`src/rtl/bios_loader_pkg.sv`:
```
// bios_loader_pkg: shared drain-state type and bank geometry defaults
// for the BIOS image loader.
package bios_loader_pkg;

    typedef enum logic [1:0] {
        IDLE,
        XFER,
        DONE
    } drain_state_t;

    localparam int ADDR_W_DEF   = 13;
    localparam int BLK_LOG2_DEF = 5;
    localparam int RAM_AW_DEF   = BLK_LOG2_DEF + 1;
    localparam int WORD_W       = 16;

endpackage

```
`src/rtl/bios_bank_ram.sv`:
```
// bios_bank_ram: simple dual-port RAM holding both ping-pong banks,
// one fill write port and one registered drain read port.
module bios_bank_ram
    import bios_loader_pkg::*;
#(
    parameter int AW = RAM_AW_DEF,
    parameter int DW = WORD_W
) (
    input  logic          clk,
    input  logic          rst,
    input  logic          we,
    input  logic [AW-1:0] waddr,
    input  logic [DW-1:0] wdata,
    input  logic          re,
    input  logic [AW-1:0] raddr,
    output logic [DW-1:0] rdata
);

    logic [DW-1:0] mem [0:(1<<AW)-1];

    always_ff @(posedge clk) begin
        if (we) begin
            mem[waddr] <= wdata;
        end
    end

    always_ff @(posedge clk) begin
        if (rst) begin
            rdata <= '0;
        end else if (re) begin
            rdata <= mem[raddr];
        end
    end

endmodule

```
`src/rtl/bios_loader.sv`:
```
// bios_loader: pairs data_io bytes into words, stages them in two
// ping-pong banks and drains each full bank on the core's bios_req.
module bios_loader
    import bios_loader_pkg::*;
#(
    parameter int ADDR_W   = ADDR_W_DEF,
    parameter int BLK_LOG2 = BLK_LOG2_DEF
) (
    input  logic              clk_sys,
    input  logic              reset,
    input  logic              ioctl_download,
    input  logic              ioctl_wr,
    input  logic [24:0]       ioctl_addr,
    input  logic [7:0]        ioctl_dout,
    input  logic              bios_req,
    output logic [ADDR_W-1:0] bios_addr,
    output logic [15:0]       bios_din,
    output logic              bios_wr,
    output logic              bios_loaded,
    output logic              overrun
);

    localparam int RAM_AW = BLK_LOG2 + 1;

    drain_state_t state, state_nxt;

    logic                dl_q;
    logic                req_q;
    logic                seen_fall;
    logic                first_word;
    logic                fill_bank;
    logic                rd_bank;
    logic                wr_nxt;
    logic [7:0]          low_byte;
    logic [1:0]          full;
    logic [1:0]          dirty;
    logic [1:0]          full_set;
    logic [1:0]          full_clr;
    logic [1:0]          dirty_set;
    logic [BLK_LOG2-1:0] idx;

    logic dl_rise;
    logic dl_fall;
    logic restart;
    logic fill;
    logic odd_wr;
    logic wr_bank;
    logic last_word;
    logic xfer_rd;
    logic drain_done;
    logic loaded_cond;
    logic unused_addr;

    assign dl_rise     = ioctl_download & ~dl_q;
    assign dl_fall     = ~ioctl_download & dl_q;
    assign restart     = reset | dl_rise;
    assign fill        = ioctl_download & ioctl_wr & ~dl_rise;
    assign odd_wr      = fill & ioctl_addr[0];
    assign wr_bank     = ioctl_addr[BLK_LOG2+1];
    assign last_word   = odd_wr & (&ioctl_addr[BLK_LOG2:1]);
    assign xfer_rd     = (state == XFER) & bios_req;
    assign drain_done  = (state == DONE) & req_q & ~bios_req;
    assign unused_addr = ^ioctl_addr[24:BLK_LOG2+2];

    // dl_q gate keeps a pending flush from racing the loaded check
    assign loaded_cond = ~ioctl_download & ~dl_q & ~(|full)
                       & (state == IDLE) & seen_fall;

    assign dirty_set = {odd_wr & wr_bank, odd_wr & ~wr_bank};

    always_comb begin
        full_set = '0;
        full_clr = '0;
        for (int b = 0; b < 2; b++) begin
            full_set[b] = (last_word & (wr_bank == 1'(b)))
                        | (dl_fall & dirty[b] & (fill_bank == 1'(b)));
            full_clr[b] = drain_done & (rd_bank == 1'(b));
        end
    end

    always_comb begin
        state_nxt = state;
        wr_nxt    = bios_wr;
        unique case (state)
            IDLE: begin
                if (full[rd_bank]) begin
                    state_nxt = XFER;
                    wr_nxt    = 1'b1;
                end
            end
            XFER: begin
                if (bios_req && (&idx)) begin
                    state_nxt = DONE;
                end
            end
            DONE: begin
                if (drain_done) begin
                    state_nxt = IDLE;
                    wr_nxt    = 1'b0;
                end
            end
            default: state_nxt = IDLE;
        endcase
    end

    always_ff @(posedge clk_sys) begin
        if (reset) begin
            dl_q      <= 1'b0;
            req_q     <= 1'b0;
            seen_fall <= 1'b0;
            low_byte  <= '0;
            fill_bank <= 1'b0;
        end else begin
            dl_q  <= ioctl_download;
            req_q <= bios_req;
            if (dl_fall) begin
                seen_fall <= 1'b1;
            end
            if (fill) begin
                fill_bank <= wr_bank;
                if (!ioctl_addr[0]) begin
                    low_byte <= ioctl_dout;
                end
            end
        end
    end

    always_ff @(posedge clk_sys) begin
        if (restart) begin
            full    <= '0;
            dirty   <= '0;
            overrun <= 1'b0;
        end else begin
            full  <= (full & ~full_clr) | full_set;
            dirty <= (dirty & ~full_clr) | dirty_set;
            if (fill && full[wr_bank]) begin
                overrun <= 1'b1;
            end
        end
    end

    always_ff @(posedge clk_sys) begin
        if (restart) begin
            state      <= IDLE;
            bios_wr    <= 1'b0;
            idx        <= '0;
            rd_bank    <= 1'b0;
            bios_addr  <= '0;
            first_word <= 1'b1;
        end else begin
            state   <= state_nxt;
            bios_wr <= wr_nxt;
            if (xfer_rd) begin
                idx        <= idx + 1'b1;
                first_word <= 1'b0;
                if (!first_word) begin
                    bios_addr <= bios_addr + 1'b1;
                end
            end
            if (drain_done) begin
                rd_bank <= ~rd_bank;
            end
        end
    end

    always_ff @(posedge clk_sys) begin
        if (restart) begin
            bios_loaded <= 1'b0;
        end else if (loaded_cond) begin
            bios_loaded <= 1'b1;
        end
    end

    bios_bank_ram #(
        .AW (RAM_AW),
        .DW (16)
    ) u_ram (
        .clk   (clk_sys),
        .rst   (reset),
        .we    (odd_wr),
        .waddr ({wr_bank, ioctl_addr[BLK_LOG2:1]}),
        .wdata ({ioctl_dout, low_byte}),
        .re    (xfer_rd),
        .raddr ({rd_bank, idx}),
        .rdata (bios_din)
    );

endmodule

```
`config.mk`:
```
export PLATFORM = sky130hd
export DESIGN_NAME = bios_loader
export DESIGN_NICKNAME = d
export VERILOG_FILES = /design/src/rtl/bios_loader_pkg.sv /design/src/rtl/bios_bank_ram.sv /design/src/rtl/bios_loader.sv
export SDC_FILE = /design/constraint.sdc
export NUM_CORES = 1
export LEC_CHECK = 0
export BUFFER_PORTS_ARGS = -buffer_cell sky130_fd_sc_hd__buf_2
export CELL_PAD_IN_SITES_DETAIL_PLACEMENT = 1
export CELL_PAD_IN_SITES_GLOBAL_PLACEMENT = 1
export CORE_MARGIN = 2
export CORE_UTILIZATION = 50
export DETAILED_ROUTE_END_ITERATION = 16
export PLACE_DENSITY_LB_ADDON = 0.1
export REMOVE_ABC_BUFFERS = 1
export SLEW_MARGIN = 20
export SYNTH_ARGS = -nofsm -noshare
export SYNTH_HDL_FRONTEND = slang
export SYNTH_SLANG_ARGS = --single-unit
```
`constraint.sdc`:
```
create_clock -name clk_sys -period 2.79 [get_ports clk_sys]
set_input_delay 0.279 -clock clk_sys [delete_from_list [all_inputs] [get_ports clk_sys]]
set_output_delay 0.279 -clock clk_sys [all_outputs]
set_load 0.005 [all_outputs]
```
Word level (Yosys, flattened, before mapping)
Memories as Yosys holds them, arrays and structs flattened. A register that Yosys moved wholly into a read port is not among the register bits.
Index checks and enable logic that the tools add are counted.
{"block": "totals", "latch_bits": 0, "mem_bits_ro": 0, "regBits": 41, "memories": 1, "ram_bits": 1024, "input_bits": 38}
{"block": "op_classes", "n_mul": 0, "reduce_logical": 11, "mux": 13, "order_cmp": 2, "n_bitwise": 41, "eq_ne": 5, "addsub": 2, "div_mod_pow": 0, "n_shift": 0}
{"memory": "u_ram.mem", "words": 64, "width": 16, "rd": 1, "rd_ports_with_merged_regs": 1, "wr": 1, "line": "bios_bank_ram.sv:19", "rtl": "logic [DW-1:0] mem [0:(1<<AW)-1];"}
{"op": "1-bit AND", "n": 23}
{"op": "13-bit by 1-bit adder with 13-bit output, second input constant", "n": 1}
{"op": "1-bit inverter", "n": 10}
{"op": "5-bit AND reduction", "n": 2}
{"op": "1-bit 2-to-1 mux", "n": 8}
{"op": "2-bit 2-to-1 mux", "n": 3}
{"op": "2-bit case mux with 3 select lines", "n": 1}
{"op": "3-bit AND reduction", "n": 2}
{"op": "5-bit by 1-bit adder with 5-bit output, second input constant", "n": 1}
{"op": "2-bit AND", "n": 2}
{"op": "1-bit by 2-bit less-than comparator with 1-bit output, second input constant", "n": 2}
{"op": "2-bit by 1-bit != test with 1-bit output, second input constant", "n": 2}
{"op": "2-bit bitwise OR", "n": 2}
{"op": "2-bit AND reduction", "n": 2}
{"op": "1-bit bitwise OR", "n": 3}
{"op": "2-bit by 1-bit == test with 1-bit output, second input constant", "n": 1}
{"op": "2-bit == test, second input constant", "n": 1}
{"op": "1-bit logical AND", "n": 2}
{"op": "2-bit zero test", "n": 1}
{"op": "2-bit != test, second input constant", "n": 1}
{"op": "2-bit inverter", "n": 1}
{"op": "1-bit case mux with 2 select lines", "n": 1}
{"op": "2-bit nonzero test", "n": 1}
{"op": "2-bit OR reduction", "n": 1}

Longest topological paths before layout
{"block": "depth", "ltp_word": 9, "mapped_depth": 9}

By module
Synthesis repeated with hierarchy kept, for this count alone.
{"block": "hier_totals", "cells_unflattened": 2234, "area_unflattened_um2": 41872.7}
{"mod": "bios_bank_ram", "seq_area_each_um2": 31069.8, "instances": 1, "area_per_inst_um2": 40146.0, "cells_each": 2036}
{"mod": "bios_loader", "seq_area_each_um2": 820.8, "instances": 1, "area_per_inst_um2": 1726.7, "cells_each": 198}

Worst setup path after synthesis
No wires, ideal clock.
{"block": "synth_path", "kind": "reg2reg", "startpoint": "register dl_q", "endpoint": "memory u_ram.mem[61][0] (enable)", "t_required_ps": 2401, "synth_period_minus_slack_ps": 2306, "path_slack_ps": 484, "setup_time_ps": 389, "path_stages_with_launch": 7, "n_path_buf": 1, "arrival_time_ps": 1917, "path_cell_list": "dfxtp_1 -> and3_1 -> clkbuf_1 -> nand2_1 -> nor2_1 -> nand3_1 -> nor2_1"}
{"block": "synth_via", "elab_chain_len": 7}
{"element": "start, declared", "line": "bios_loader.sv:27", "rtl": "logic dl_q;"}
{"element": "start signal, assigned", "line": "bios_loader.sv:114", "rtl": "dl_q <= ioctl_download;"}
{"element": "1-bit inverter", "line": "bios_loader.sv:54", "rtl": "assign dl_rise = ioctl_download & ~dl_q;"}
{"element": "1-bit AND", "line": "bios_loader.sv:54"}
{"element": "1-bit inverter", "line": "bios_loader.sv:57", "rtl": "assign fill = ioctl_download & ioctl_wr & ~dl_rise;"}
{"element": "1-bit AND", "line": "bios_loader.sv:57"}
{"element": "1-bit AND", "line": "bios_loader.sv:58", "rtl": "assign odd_wr = fill & ioctl_addr[0];"}
{"element": "1-bit 2-to-1 mux", "line": "bios_bank_ram.sv:22", "rtl": "if (we) begin"}
{"element": "1-bit 2-to-1 mux (not written as such)", "line": "bios_bank_ram.sv:23", "rtl": "mem[waddr] <= wdata;"}
{"element": "end, declared", "line": "bios_bank_ram.sv:19"}
No other way between the ends.

==> metrics.md <==
| Metric | Value |
|---|---|
| Status | `finished clean` |
| H-tree level count | `3` |
| DRT iter0 DRCs | `between 1500 and 2000` |
| # fillers | `7177` |
| Finished Cell Area | `48500 µm²` |
| Worst path max stage delay | `0.48 ns` |
| Worst path required time | `3.36 ns` |
| Worst-margin pin slew | `about 0.94 ns` |
| Final wirelength | `109.6 mm` |
| Number of synthesized register bits | `1081` |
| FFs w/ async S/R, synth | `0` |
| First-pass GRT wire length | `159.4 mm` |
| Vias in the first global route | `22570` |
| Clock-pin slew on the worst setup and hold paths | `0.06 ns` |
| Post-CTS resize count | `0` |
| Fmax | `roughly 390 MHz` |
| Worst Skew | `0.01743 ns` |
| Tcrit/Tclk final | `0.9295` |
| Post-DRT Antenna Nets | `0` |
| Initial Util | `0.5044` |
| Total die area | `~87000 µm²` |
| Primary FF master, synth | `edfxtp_1` |
| Die width | `294.3 µm` |
| Core footprint | `83560 µm²` |
| CP max stage cell | `dfxtp_4` |
| Overall Global Routing Usage | `0.2586` |
| Fin crit period | `around 2.6 ns` |
| EDFF count, synth | `1024` |
| Pwr Total | `32.58 mW` |
| Post-synth cell types | `64` |
| Placed cell count | `3288` |
| Worst-path cell chain | `buf_12, buf_12, mux4_1, o22ai_1, buf_4, a211oi_1, nand2_1, a311oi_1` |
| # nets final | `2365` |
| Wirelength per Cell | `31.30 µm` |
| Finish-stage setup viols | `0` |
| RSZ-0062 raised after global routing | `no` |
| Combined area of the multi-input logic cells | `9438 µm²` |
| Relative slew slack | `0.3741` |
| PortBufs | `51` |
| Leakage | `14.18 nW` |
| Cell area power density | `approximately 670 nW/µm²` |
| Post-Syn Area | `42150 µm²` |
| GPL Wtd Cong | `0.8781` |
| CP Capture Type | `register` |
| Synth area leaders | `edfxtp_1 73%, mux4_2 8.5%, mux2_2 2.8%` |
| Clk_lat worst skew | `around 0.67 ns` |
| CTS Sinks | `1081` |
| FF+latch area | `31910 µm²` |
| Synth warn | `0` |
| DRC viols | `0` |
| Clock root cell | `clkbuf_16` |
| Io pins | `70` |
| Hold WS | `roughly 0.061 ns` |
| Top cell type's share of synthesized area | `0.7295` |
| Reg2Reg Setup Slack | `0.20 ns` |
| Placed Area | `44860 µm²` |
| CTS Buffer Depth | `3` |
| Max FO, Critical Path | `29` |
| Vias per cell | `6.148` |
| Most common cell in the netlist | `edfxtp_1` |
| Grt total ovfl | `0` |
| Antenna violations before repair | `4` |
| CP arrival | `3.17 ns` |
| Share of layout cells above drive strength 1 | `0.2868` |
| Fin. Hold Viols | `0` |
| Maxcap violations | `0` |
| Die span in y | `294.3 µm` |
| Post-synthesis sequential area ratio | `0.7566` |
| Layout Cells excl Fill | `3502` |
| Most area-hungry cell type in the Yosys netlist | `edfxtp_1` |
| Num CTS Buffers | `110` |
| Synthesized area per cell | `20.26 µm²` |
| CP top delay family | `compound AO/OA/AOI/OAI gates` |
| Largest net degree at the start of global routing | `74` |
| Post-synth top cells | `1024 x edfxtp_1, 160 x mux4_2, 124 x nor2_1, 105 x mux2_2, 80 x mux2i_1` |
| Synthesis-to-layout area growth | `15.06%` |
| DP HPWL | `67.36 mm` |
| CP most frequent cell | `buf_12` |
| Max VDD drop | `~510 µV` |
| WS Path Type | `register to register` |
| Via count | `21530` |
| HP Class | `input pin to register` |
| Pins Over Slew Limit | `0` |
| CTS tree | `yes` |
| Pre-antenna DRT Iters | `5` |
| CP Buf/Inv Count | `3` |
| Worst Setup Start Kind | `register` |
| # rows | `between 100 and 150` |
| Mapped Cells | `about 2100` |
| TNS Setup | `0 ns` |
-- tightest hold or removal path: cells and delay by family --
kind	cells	cell delay [ns]
AO/OA/AOI/OAI	1	0.05
buffers and inverters	1	0.13
AND/OR/NAND/NOR	2	0.22
-- state kept, by name, summed over array words and instances, names as in the netlist --
signal,flops
full,2
dirty,2
fill_bank,1
overrun,1
u_ram.mem,1024
seen_fall,1
low_byte,8
state,2
bios_loaded,1
rd_bank,1
bios_addr,13
u_ram.rdata,16
first_word,1
dl_q,1
req_q,1
bios_wr,1
idx,5
-- layer usage --
layer	wire length (µm)	share of wire	global-route usage
met1	47090	0.43	0.3664
met2	52780	0.48	0.4158
met3	6180	0.056	0.03688
met4	3554	0.032	0.08798
met5	8	0.000073	0
-- area by class of cell --
type / instances / share of cell area
flip-flops and latches: 1081 / 0.6580
multi-input cells: 875 / 0.1946
clock buffers: 149 / 0.06102
repair buffers: 248 / 0.04474
well taps: 1080 / 0.02786
clock inverters: 59 / 0.01300
inverters: 8 / 0.0006192
diodes: 2 / 0.0001032
-- logic make-up (layout without fill, tap and decap cells) --
kind of cell / Yosys count / count (layout) / share of synthesized area
compound gates: 223 / 223 / 0.03871
xor+xnor: 13 / 13 / 0.002701
fa+ha+maj: 3 / 3 / 0.0008906
buf+inv: 124 / 464 / 0.01947
flops: 1081 / 1081 / 0.7566
mux: 377 / 377 / 0.1525
other cells: 0 / 2 / 0
simple gates: 259 / 259 / 0.02912
-- what timing repair did --
| item | in CTS | in global routing |
|---|---|---|
| buffers inserted | 0 | 0 |
| hold buffers | 4 | 0 |
| hold endpoints to repair | 17 | 0 |
-- where the power goes --
part           switching (mW)  internal, mW
Sequential             0.0218          17.6
Combinational           0.224        0.0463
Clock                    6.09          8.55
-- through the flow --
stage | setup WS, ns | utilization
floorplan | -6.604 | -
global placement | 0.1962 | 0.5369
detailed placement | 0.2075 | 0.5369
CTS | 0.1496 | 0.5803
global route | 0.07230 | 0.5803
finish | 0.1966 | 0.5804
-- final timing paths --
path	startpoint	end	depth (start not counted)
worst min-delay path	ioctl_addr[1]	full[0]$_SDFF_PP0_	4
worst max-delay path	idx[0]$_SDFFE_PP0N_	u_ram.rdata[7]$_SDFFE_PP0N_	8
worst max register to register	idx[0]$_SDFFE_PP0N_	u_ram.rdata[7]$_SDFFE_PP0N_	8
worst min register to register	bios_wr$_SDFFE_PP0P_	bios_wr$_SDFFE_PP0P_	2
-- layout by cell type, fill, tap and decap left out, types with 8 or more instances in the layout --
| cell | count |
|---|---|
| a22o_1 | 8 |
| clkinv_2 | 14 |
| nand2_1 | 60 |
| o22a_1 | 8 |
| a211oi_2 | 8 |
| xnor2_1 | 8 |
| nor2b_1 | 8 |
| a22oi_1 | 8 |
| o32a_1 | 8 |
| clkbuf_1 | 33 |
| edfxtp_1 | 1024 |
| o22ai_1 | 79 |
| buf_12 | 34 |
| a221oi_1 | 8 |
| clkbuf_16 | 110 |
| o211ai_1 | 9 |
| mux2_2 | 105 |
| mux4_1 | 32 |
| o31ai_1 | 8 |
| buf_2 | 51 |
| mux4_2 | 160 |
| nor4_1 | 12 |
| bufinv_16 | 12 |
| a21oi_1 | 29 |
| a211oi_1 | 8 |
| a211o_1 | 15 |
| mux2i_1 | 80 |
| buf_4 | 159 |
| nor2_1 | 124 |
| dfxtp_1 | 46 |
| clkinv_1 | 24 |
| a311oi_1 | 16 |
| dfxtp_2 | 8 |
No activity file was read; power rests on OpenSTA's default activity.
